<file path="src/rtl/mem_port_arbiter.sv">
// Shares one memory port between instruction fetch and load/store, one access in flight.
// Data wins ties; an optional watchdog aborts an access that never completes.
module mem_port_arbiter #(
  parameter int ADDR_W  = 32,
  parameter int DATA_W  = 32,
  parameter int TIMEOUT = 255
) (
  input  logic                clk,
  input  logic                reset,
  input  logic                if_req,
  input  logic [ADDR_W-1:0]   if_addr,
  output logic                if_valid,
  output logic [DATA_W-1:0]   if_rdata,
  input  logic                d_req,
  input  logic                d_we,
  input  logic [DATA_W/8-1:0] d_be,
  input  logic [ADDR_W-1:0]   d_addr,
  input  logic [DATA_W-1:0]   d_wdata,
  output logic                d_valid,
  output logic [DATA_W-1:0]   d_rdata,
  output logic                mem_req,
  output logic                mem_we,
  output logic [DATA_W/8-1:0] mem_be,
  output logic [ADDR_W-1:0]   mem_addr,
  output logic [DATA_W-1:0]   mem_wdata,
  input  logic                mem_gnt,
  input  logic                mem_rvalid,
  input  logic [DATA_W-1:0]   mem_rdata,
  output logic                stall,
  output logic                bus_err
);

  localparam int BE_W  = DATA_W / 8;
  localparam int CNT_W = (TIMEOUT > 0) ? $clog2(TIMEOUT + 1) : 1;
  localparam logic [CNT_W-1:0] TIMEOUT_CNT = CNT_W'(TIMEOUT);

  typedef enum logic [1:0] {IDLE, M_REQ, M_WAIT, RESP} state_e;
  typedef enum logic {OWN_IF = 1'b0, OWN_D = 1'b1} owner_e;

  state_e            state_q, state_d;
  owner_e            owner_q, owner_d;
  logic              mem_we_q, mem_we_d;
  logic [BE_W-1:0]   mem_be_q, mem_be_d;
  logic [ADDR_W-1:0] mem_addr_q, mem_addr_d;
  logic [DATA_W-1:0] mem_wdata_q, mem_wdata_d;
  logic [DATA_W-1:0] if_rdata_q, if_rdata_d;
  logic [DATA_W-1:0] d_rdata_q, d_rdata_d;
  logic              bus_err_q, bus_err_d;
  logic [CNT_W-1:0]  cnt_q, cnt_d;
  logic [CNT_W-1:0]  cnt_inc;
  logic              timeout_hit;
  logic              done_ok;
  logic              done_abort;

  always_comb begin
    // NOTE: every signal written here gets its hold value first, so no path can infer a latch.
    state_d     = state_q;
    owner_d     = owner_q;
    mem_we_d    = mem_we_q;
    mem_be_d    = mem_be_q;
    mem_addr_d  = mem_addr_q;
    mem_wdata_d = mem_wdata_q;
    if_rdata_d  = if_rdata_q;
    d_rdata_d   = d_rdata_q;
    bus_err_d   = bus_err_q;
    cnt_d       = cnt_q;
    cnt_inc     = cnt_q + 1'b1;
    timeout_hit = (TIMEOUT > 0) && (cnt_inc == TIMEOUT_CNT);
    done_ok     = 1'b0;
    done_abort  = 1'b0;

    case (state_q)
      IDLE: begin
        if (d_req) begin
          owner_d     = OWN_D;
          mem_we_d    = d_we;
          mem_be_d    = d_be;
          mem_addr_d  = d_addr;
          mem_wdata_d = d_wdata;
          cnt_d       = '0;
          state_d     = M_REQ;
        end else if (if_req) begin
          owner_d     = OWN_IF;
          mem_we_d    = 1'b0;
          mem_be_d    = '1;
          mem_addr_d  = if_addr;
          mem_wdata_d = '0;
          cnt_d       = '0;
          state_d     = M_REQ;
        end
      end
      M_REQ: begin
        cnt_d = cnt_inc;
        if (timeout_hit) done_abort = 1'b1;
        else if (mem_gnt) state_d = M_WAIT;
      end
      M_WAIT: begin
        cnt_d = cnt_inc;
        // A real completion on the last counted cycle beats the watchdog.
        if (mem_rvalid) done_ok = 1'b1;
        else if (timeout_hit) done_abort = 1'b1;
      end
      RESP:    state_d = IDLE;
      default: state_d = IDLE;
    endcase

    if (done_ok || done_abort) state_d = RESP;

    if (done_abort) begin
      bus_err_d = 1'b1;
      if (owner_q == OWN_D) d_rdata_d = '0;
      else                  if_rdata_d = '0;
    end

    if (done_ok && !mem_we_q) begin
      if (owner_q == OWN_D) d_rdata_d = mem_rdata;
      else                  if_rdata_d = mem_rdata;
    end
  end

  always_ff @(posedge clk) begin
    // NOTE: the data registers are reset too, since every output must read 0 out of reset.
    if (reset) begin
      state_q     <= IDLE;
      owner_q     <= OWN_IF;
      mem_we_q    <= 1'b0;
      mem_be_q    <= '0;
      mem_addr_q  <= '0;
      mem_wdata_q <= '0;
      if_rdata_q  <= '0;
      d_rdata_q   <= '0;
      bus_err_q   <= 1'b0;
      cnt_q       <= '0;
    end else begin
      // NOTE: non-blocking updates keep every flop sampling pre-edge values regardless of order.
      state_q     <= state_d;
      owner_q     <= owner_d;
      mem_we_q    <= mem_we_d;
      mem_be_q    <= mem_be_d;
      mem_addr_q  <= mem_addr_d;
      mem_wdata_q <= mem_wdata_d;
      if_rdata_q  <= if_rdata_d;
      d_rdata_q   <= d_rdata_d;
      bus_err_q   <= bus_err_d;
      cnt_q       <= cnt_d;
    end
  end

  assign mem_req   = (state_q == M_REQ);
  assign mem_we    = mem_we_q;
  assign mem_be    = mem_be_q;
  assign mem_addr  = mem_addr_q;
  assign mem_wdata = mem_wdata_q;
  assign if_valid  = (state_q == RESP) && (owner_q == OWN_IF);
  assign d_valid   = (state_q == RESP) && (owner_q == OWN_D);
  assign if_rdata  = if_rdata_q;
  assign d_rdata   = d_rdata_q;
  assign bus_err   = bus_err_q;
  assign stall     = (if_req & ~if_valid) | (d_req & ~d_valid);

endmodule

</file>
<file path="config.mk">
export PLATFORM = sky130hd
export DESIGN_NAME = mem_port_arbiter
export DESIGN_NICKNAME = d
export VERILOG_FILES = /design/src/rtl/mem_port_arbiter.sv
export SDC_FILE = /design/constraint.sdc
export NUM_CORES = 1
export LEC_CHECK = 0
export BUFFER_PORTS_ARGS = -buffer_cell sky130_fd_sc_hd__clkbuf_2
export CAP_MARGIN = 5
export CORE_UTILIZATION = 46
export CTS_CLUSTER_SIZE = 16
export DETAILED_ROUTE_END_ITERATION = 8
export GPL_TIMING_DRIVEN = 0
export PLACE_DENSITY = 0.79
export SLEW_MARGIN = 0
export SYNTH_ARGS = -nofsm -noshare
export SYNTH_HDL_FRONTEND = slang
export SYNTH_SLANG_ARGS = --single-unit
export TNS_END_PERCENT = 5
</file>
<file path="constraint.sdc">
create_clock -name clk -period 2.3 [get_ports clk]
set_input_delay 0.345 -clock clk [delete_from_list [all_inputs] [get_ports clk]]
set_output_delay 0.345 -clock clk [all_outputs]
set_load 0.01 [all_outputs]
</file>
==> summary.md <==
| Metric | Value |
|---|---|
| First-pass DRT Iterations | `6` |
| Cells after Synth | `just over 600` |
| Critical path startpoint category | `flop` |
| Cts hold-fix bufs | `0` |
| Netlist cell types | `48` |
| Adder-cell share of the synthesized area | `1.50%` |
| Synthesized area per cell | `9.64 µm²` |
| Initial core utilization | `48.0%` |
| Cells on worst reg2reg path | `9` |
| Largest net degree at the start of global routing | `17` |
| Power per cell area | `968 nW/µm²` |
| Core ar. | `about 12000 µm²` |
| Row count | `40` |
| CP Max Fanout | `10` |
| Hold Path Stages | `3` |
| Hold WC Path Type | `in2reg` |
| # setup viols final | `0` |
| Max-cap violations | `0` |
| First-pass GRT wire length | `approximately 26000 µm` |
| Top FF cell, synth | `dfxtp_1` |
| Die height | `115 µm` |
| Most frequent cell after synthesis | `dfxtp_1` |
| Fin. max-slew vios | `0` |
| DRC | `0` |
| Mapped Nets | `751` |
| Clk root buf | `clkbuf_16` |
| Run status | `finished, final reports clean` |
| CTS tree | `yes` |
| Final Hold Vio Count | `0` |
| Max clock buf depth | `2` |
| CTS buffer count | `17` |
| Period utilisation layout | `97.8%` |
| DR vias | `5626` |
| CTS Sinks | `145` |
| Xor and xnor area share after synthesis | `0%` |
| Final worst slack | `approximately 0.050 ns` |
| Share of the synthesized area in the top cell type | `49.8%` |
| # IOs | `277` |
| Layout cells sized above 1 | `36.0%` |
| Layout area overhead | `37.6%` |
| Final worst path period need | `2.25 ns` |
| Leakage power | `3.80 nW` |
| Congestion Overflow GR | `0` |
| H-Tree Depth | `4` |
| Final wirelength | `17400 µm` |
| Global-route usage over all layers | `26.1%` |
| Post-DRT Antenna Nets | `0` |
| Mux cell area share after synthesis | `5.49%` |
| Slew Limit Headroom | `50.3%` |
| WS Path Type | `reg2reg` |
| Dpl ws | `-0.131 ns` |
| Total negative slack | `0 ns` |
| Clk_skew | `0.00650 ns` |
| 1st-iter DRT viols | `approximately 430` |
| Synth Warn # | `0` |
| Setup crit end kind | `flop` |
| Fill cell count | `between 1000 and 1500` |
| Die ar. | `13100 µm²` |
| Worst-Skew Late Latency | `0.41 ns` |
| PortBufs | `275` |
| Fmax achieved | `445 MHz` |
| Post-synthesis sequential area ratio | `49.8%` |
| Post-DP HPWL | `about 13000 µm` |
| CTS clk-pin slew, worst paths | `0.06 ns` |
| Nets@finish | `approximately 1000` |
| Compound-cell area share of the yosys netlist | `between 20 and 25%` |
| Post-synth top cells | `dfxtp_1, a22o_1, nor2_1` |
| Area of the multi-input gates | `2660 µm²` |
| Simple logic cell fraction of the synthesized area | `15.9%` |
| Worst Path Required | `2.60 ns` |
| Vias in the first global route | `5009` |
| Largest family of logic cells by synthesized area | `compound AO/OA/AOI/OAI gates` |
| RSZ-0062 raised after global routing | `yes` |
| Number of flops mapped to enable cells by yosys | `0` |
| Initial antenna violation count | `1` |
| Post-Syn Area | `just under 6000 µm²` |
| Worst IR Drop VDD | `roughly 0.57 mV` |
| Number of synthesized register bits | `145` |
| Largest cells by area after synthesis | `dfxtp_1, a22o_1, mux2i_1` |
| Ys async rst share | `0%` |
| Reg area | `~2900 µm²` |
| Die width | `roughly 110 µm` |
| GPL Wtd Cong | `0.907` |
| Vias per inst | `5.19` |
| Arrival time worst endpoint | `2.55 ns` |
| Dominant cell type by area after synthesis | `dfxtp_1` |
| Routed len/inst | `approximately 16 µm` |
| Slew @ Worst Pin | `0.745 ns` |
-- where the power goes --
group / internal (mW) / switching, mW
Combinational: 0.791 / 1.33
Clock: 1.52 / 1.07
Sequential: 2.85 / 0.204
-- kinds of logic after synthesis --
group	after synthesis
fa+ha+maj	7
flops	145
buf+inv	59
mux	32
compound gates	175
simple gates	187
-- final timing paths --
check	end	startpoint	slack, ns
worst min-delay path	mem_wdata[2]	d_wdata[2]	0.18
worst min register to register	mem_wdata[31]	mem_wdata[31]	0.45
worst max register to register	flop	state_q[1]	0.05
worst max-delay path	flop	state_q[1]	0.05
-- cell type report --
| type | count | area share (%) |
|---|---|---|
| sequential | 145 | 36.2 |
| buffer | 48 | 3.16 |
| clock buffer | 21 | 5.61 |
| tap | 168 | 2.62 |
| multi-input combinational | 401 | 33.1 |
| inverter | 11 | 0.514 |
| timing repair buffer | 278 | 17.4 |
| antenna | 1 | 0.0312 |
| clock inverter | 11 | 1.33 |
-- layout by cell type, fill, tap and decap left out, types with 3 or more instances in the layout --
cell type   instances
a22o_1             62
and2b_1            20
clkinvlp_4          3
ha_1                5
o21ai_0            11
a21oi_1            45
nand3b_1            5
buf_4               3
buf_1               5
nor2_1             54
dfxtp_1           145
inv_6               3
clkbuf_16          17
clkbuf_2          276
a211oi_1           32
o21a_1              3
nor3_1              3
nand3_1            37
buf_6               7
mux2i_1            32
nand2_1            43
nor2b_1            13
inv_1              11
clkbuf_1           35
-- per-layer routing --
metal  part of all wire (%)  up-vias  track usage, %
met4                    3.5        0            14.1
met1                     39     2569            27.9
met5                      0        -               0
met2                     50      248            46.0
met3                    8.0       35            7.94
li1                       -     2774               -
-- worst max-delay path: stages (launching register included) --
cell      delay [ns]
dfxtp_1         0.38
inv_1           0.10
ha_2            0.41
inv_1           0.15
a21oi_1         0.14
o211ai_1        0.20
o22ai_4         0.25
a21oi_4         0.12
buf_6           0.16
a22o_1          0.23
-- per-stage QoR --
stage	utilization [%]	power (mW)	instance area [µm²]	std cells	hold slack, ns
after detailed placement	61.0	5.20	7420	1048	0.443
final	66.0	7.77	8030	1084	0.182
after floorplan	-	4.37	5830	605	0.476
after global placement	61.0	5.18	7420	1048	0.439
after CTS	65.6	7.79	7980	1080	0.164
after global routing	66.0	8.18	8030	1084	0.164
-- what timing repair did --
action / 4_1_cts / 5_1_grt
resized for setup: 2 / 5
buffers inserted: 0 / 3
pin swaps: 0 / 3
endpoints found under the setup margin: 20 / 88
cloned: 0 / 0
(Power assumes the default switching activity.)
